`src/rtl/jk_q_period_meter.sv`:
```
// jk_q_period_meter: measures period and high time of a synchronous q signal and hands results out on valid/ready
module jk_q_period_meter #(
  parameter int CNT_W       = 16,
  parameter int TIMEOUT_CYC = 1000
) (
  input  logic             clk,
  input  logic             rst,
  input  logic             q,
  input  logic             meas_en,
  input  logic             res_ready,
  output logic             res_valid,
  output logic [CNT_W-1:0] period,
  output logic [CNT_W-1:0] high_time,
  output logic             timeout,
  output logic             overrun,
  output logic             busy
);
  typedef enum logic [1:0] {IDLE, ARM, MEASURE} state_t;
  localparam logic [CNT_W-1:0] TMO = CNT_W'(TIMEOUT_CYC);
  localparam logic [CNT_W-1:0] ONE = CNT_W'(1);
  state_t state, state_n;
  logic q_d, rise, tmo, emit, load, drop, ovr_pend;
  logic [CNT_W-1:0] per_cnt, hi_cnt, per_n, hi_n;
  always_comb begin
    rise    = q & ~q_d;
    tmo     = state == MEASURE && !rise && per_cnt == TMO;
    emit    = meas_en && state == MEASURE && (rise || tmo);
    load    = emit && (!res_valid || res_ready);
    drop    = emit && res_valid && !res_ready;
    state_n = !meas_en ? IDLE :
              state == IDLE ? ARM :
              (state == ARM && rise) ? MEASURE :
              tmo ? ARM : state;
    per_n   = (!meas_en || state == IDLE) ? '0 : rise ? ONE :
              (state == ARM || tmo) ? '0 : per_cnt + ONE;
    hi_n    = (!meas_en || state == IDLE) ? '0 : rise ? ONE :
              (state == ARM || tmo) ? '0 : hi_cnt + CNT_W'(q);
  end
  // q_d follows q even in reset so release never sees a false edge
  always_ff @(posedge clk) begin
    q_d <= q;
    if (!rst) begin
      state     <= IDLE;
      per_cnt   <= '0;
      hi_cnt    <= '0;
      ovr_pend  <= 1'b0;
      res_valid <= 1'b0;
      period    <= '0;
      high_time <= '0;
      timeout   <= 1'b0;
      overrun   <= 1'b0;
      busy      <= 1'b0;
    end else begin
      state     <= state_n;
      per_cnt   <= per_n;
      hi_cnt    <= hi_n;
      busy      <= state_n != IDLE;
      res_valid <= load ? 1'b1 : (res_valid && res_ready) ? 1'b0 : res_valid;
      ovr_pend  <= load ? 1'b0 : drop ? 1'b1 : ovr_pend;
      if (load) begin
        period    <= per_cnt;
        high_time <= hi_cnt;
        timeout   <= tmo;
        overrun   <= ovr_pend;
      end
    end
  end
endmodule

```
`config.mk`:
```
export PLATFORM = sky130hd
export DESIGN_NAME = jk_q_period_meter
export DESIGN_NICKNAME = d
export VERILOG_FILES = /design/src/rtl/jk_q_period_meter.sv
export SDC_FILE = /design/constraint.sdc
export NUM_CORES = 1
export LEC_CHECK = 0
export CAP_MARGIN = 20
export CORE_ASPECT_RATIO = 1.4
export CORE_MARGIN = 5
export CORE_UTILIZATION = 30
export DETAILED_ROUTE_END_ITERATION = 12
export PLACE_DENSITY = 0.59
export SLEW_MARGIN = 10
export SYNTH_ARGS = -nofsm -noshare
export SYNTH_HDL_FRONTEND = slang
export SYNTH_SLANG_ARGS = --single-unit
```
`constraint.sdc`:
```
create_clock -name clk -period 2 [get_ports clk]
set_input_delay 0.5 -clock clk [delete_from_list [all_inputs] [get_ports clk]]
set_output_delay 0.5 -clock clk [all_outputs]
set_load 0.005 [all_outputs]
```
==> flow_metrics.py <==
metrics = {
    "outcome": {
        "status": "finished, final reports clean",
    },
    "synth": {
        "yosysWarnings": 0,
        "synth_flop_cell": "dfxtp_1",
        "syn-cell-area_mm2": 0.00315,
        "ys_seq_elements": 72,
        "async_flop_share_pct": 0,
        "synth_edf_count": 0,
        "synth_nets": 352,
        "ys_seq_area_share_pct": 45.7,
        "ys_types": 44,
        "synthCells": 343,
        "syn_area_per_cell_um2": 9.20,
    },
    "timing": {
        "fin_crit_sh_pct": 91.1,
        "finalSetupViolCount": 0,
        "finalHoldViolations": 0,
        "fin_skew_ps": 5.97,
        "drv_slew": 0,
        "rsz0062_at_grt": "false",
        "fin_crit_ps": 1820,
        "max_freq_ghz": 0.549,
        "timing.hold.ws_ps": 453,
        "worstMarginPinSlew_ps": 522,
        "slew_headroom_pct": 65.2,
    },
    "floorplan": {
        "dieArea_mm2": 0.0127,
        "fp-row-count": 44,
        "die_h_um": 131,
        "chipWidth_um": 96.7,
        "core-area_mm2": 0.0103,
        "start_util_pct": 30.5,
        "ioPinCount": 41,
    },
    "layout": {
        "final_util_pct": 39.0,
        "syn2layout_area_growth_pct": 27.9,
        "drive_gt1_share_pct": 12.0,
        "layout.nets": 403,
        "fillCellCount": 1069,
        "diodes": 0,
    },
    "clocking": {
        "cts_root_buffer": "clkbuf_16",
        "cts.repair.resized": 0,
        "clock_latency_ps": 330,
        "htree_levels": 3,
        "max-clock-path-buffers": 2,
        "cts_tree": "yes",
        "clock-sinks": 72,
        "path_clk_slew_ps": 50,
        "cts_hold_buf": 0,
        "postCtsSetupBuffers": 0,
        "cts_buffers": 9,
    },
    "detailed_routing": {
        "drtIter0Drc": 43,
        "via_per_inst": 4.61,
        "drc": 0,
        "dr_total_vias": 2473,
        "final_antenna_net_count": 0,
        "dr.pass1.iters": 4,
        "finalWirelength_mm": 6.51,
        "wl_per_cell_um": 12.1,
    },
    "critical_path": {
        "path_buf_inv": 2,
        "cp_max_fo": 8,
        "crit_path_end_kind": "flop",
        "criticalPathCategory": "input port to flop",
        "cp_slowest_cell": "clkdlybuf4s50_1",
        "critPathLaunchType": "input port",
        "path_cells": "clkdlybuf4s50_1 > or2b_2 > nand4_2 > o31a_2 > buf_4 > mux2i_1",
        "worst_ep_required_time_ps": 2260,
        "cp.arrival_ps": 2080,
        "crit_family": "buffers and inverters",
        "max_stage_delay_ps": 510,
    },
    "run": {
        "maxCapViolations": 0,
    },
    "pwr": {
        "power_mw": 3.25,
        "power_density_mw_per_mm2": 805,
        "p_leak_nw": 1.54,
        "ir_worst_vdd_mv": 0.346,
    },
    "placement": {
        "place.detailed.hpwl_mm": 4.69,
        "routabilityCongestion": 0.799,
        "port_buffers": 40,
    },
    "global_routing": {
        "gr-total-overflow": 0,
        "grt_pass1_vias": 2551,
        "grt_use_total_pct": 11.1,
        "grt_max_degree": 56,
        "antenna_found_initial": 0,
        "grt_pass1_wl_mm": 11.6,
    },
    "min_path": {
        "min_path_type": "flop to flop",
    },
}
[where the power goes]
| part | total [mW] | switching, mW | leakage (nW) | internal (mW) |
|---|---|---|---|---|
| Sequential | 1.44 | 0.00304 | 0.581 | 1.44 |
| Combinational | 0.0530 | 0.0332 | 0.801 | 0.0199 |
| Clock | 1.75 | 0.591 | 0.159 | 1.16 |
| Total | 3.25 | 0.627 | 1.54 | 2.62 |
[worst register-to-register path, cell delays in order (launching register included)]
cell and delay, ps:
dfxtp_1 450, nor4b_2 290, nand4_2 160, buf_4 180, or3_2 450, a21boi_0 160
[layer usage]
metal | routed length, µm | track usage, %
met5 | 0 | 0
met4 | 170 | 6.40
met3 | 226 | 3.34
met2 | 3500 | 19.6
met1 | 2620 | 11.6
[per-stage QoR]
stage	setup WS [ps]	TNS, ps	cells	area, µm²
floorplan	334	0	343	3150
global placement	-133	-6380	521	3700
detailed placement	-173	-7690	521	3700
CTS	176	0	537	4030
global route	52.2	0	537	4030
finish	178	0	537	4030
[layout make-up]
| type | count | area, µm² | share of cell area, % |
|---|---|---|---|
| Clock inverter | 4 | 76.3 | 1.89 |
| Clock buffer | 12 | 256 | 6.36 |
| Timing Repair Buffer | 58 | 543 | 13.5 |
| Sequential cell | 72 | 1440 | 35.7 |
| Tap cell | 138 | 173 | 4.28 |
| Multi-Input combinational cell | 244 | 1510 | 37.4 |
| Inverter | 9 | 33.8 | 0.837 |
[registers in the layout, summed over array words and instances (netlist names), 2 cells and up]
signal / count
period: 16
state: 2
hi_cnt: 16
per_cnt: 16
high_time: 16
[cells in the mapped netlist, types with 4 or more instances]
| master | count | area [µm²] |
|---|---|---|
| xnor2_1 | 10 | 87.6 |
| nand3_1 | 12 | 60.1 |
| clkbuf_1 | 5 | 18.8 |
| inv_1 | 9 | 33.8 |
| ha_1 | 4 | 50.1 |
| nand4_1 | 5 | 31.3 |
| or3_1 | 5 | 31.3 |
| and3_1 | 4 | 25.0 |
| nor2_1 | 26 | 97.6 |
| dfxtp_1 | 72 | 1440 |
| o21ai_0 | 6 | 30.0 |
| nor3_1 | 4 | 20.0 |
| xor2_1 | 11 | 96.3 |
| nand2_1 | 81 | 304 |
| mux2i_1 | 34 | 340 |
| a21oi_1 | 10 | 50.1 |
[cell families (layout without fill, tap and decap cells)]
logic type / count (synthesis) / after routing / share of synthesized area, %
simple gates: 158 / 158 / 24.0
flops: 72 / 72 / 45.7
mux: 34 / 34 / 10.8
compound gates: 27 / 27 / 5.39
buf+inv: 27 / 83 / 6.66
xor+xnor: 21 / 21 / 5.83
fa+ha+maj: 4 / 4 / 1.59
[layout by cell type, fill, tap and decap left out, types with 6 or more instances in the layout]
| cell type | instances |
|---|---|
| o21ai_0 | 6 |
| nor2_1 | 26 |
| nand2_1 | 81 |
| a21oi_1 | 10 |
| xor2_1 | 11 |
| clkbuf_16 | 9 |
| dfxtp_1 | 72 |
| nand3_1 | 12 |
| buf_4 | 17 |
| xnor2_1 | 10 |
| clkdlybuf4s50_1 | 39 |
| mux2i_1 | 34 |
| inv_1 | 9 |
[path summary, 6_finish.rpt]
check	cells past startpoint	start	slack, ps	to
worst max-delay path	6	q	180	high_time[3]$_SDFFE_PN0P_
worst max register to register	5	per_cnt[3]$_SDFF_PP0_	240	timeout$_SDFFE_PN0P_
worst min-delay path	2	high_time[12]$_SDFFE_PN0P_	450	high_time[12]$_SDFFE_PN0P_
worst min register to register	2	high_time[12]$_SDFFE_PN0P_	450	high_time[12]$_SDFFE_PN0P_
(Power assumes the default switching activity.)
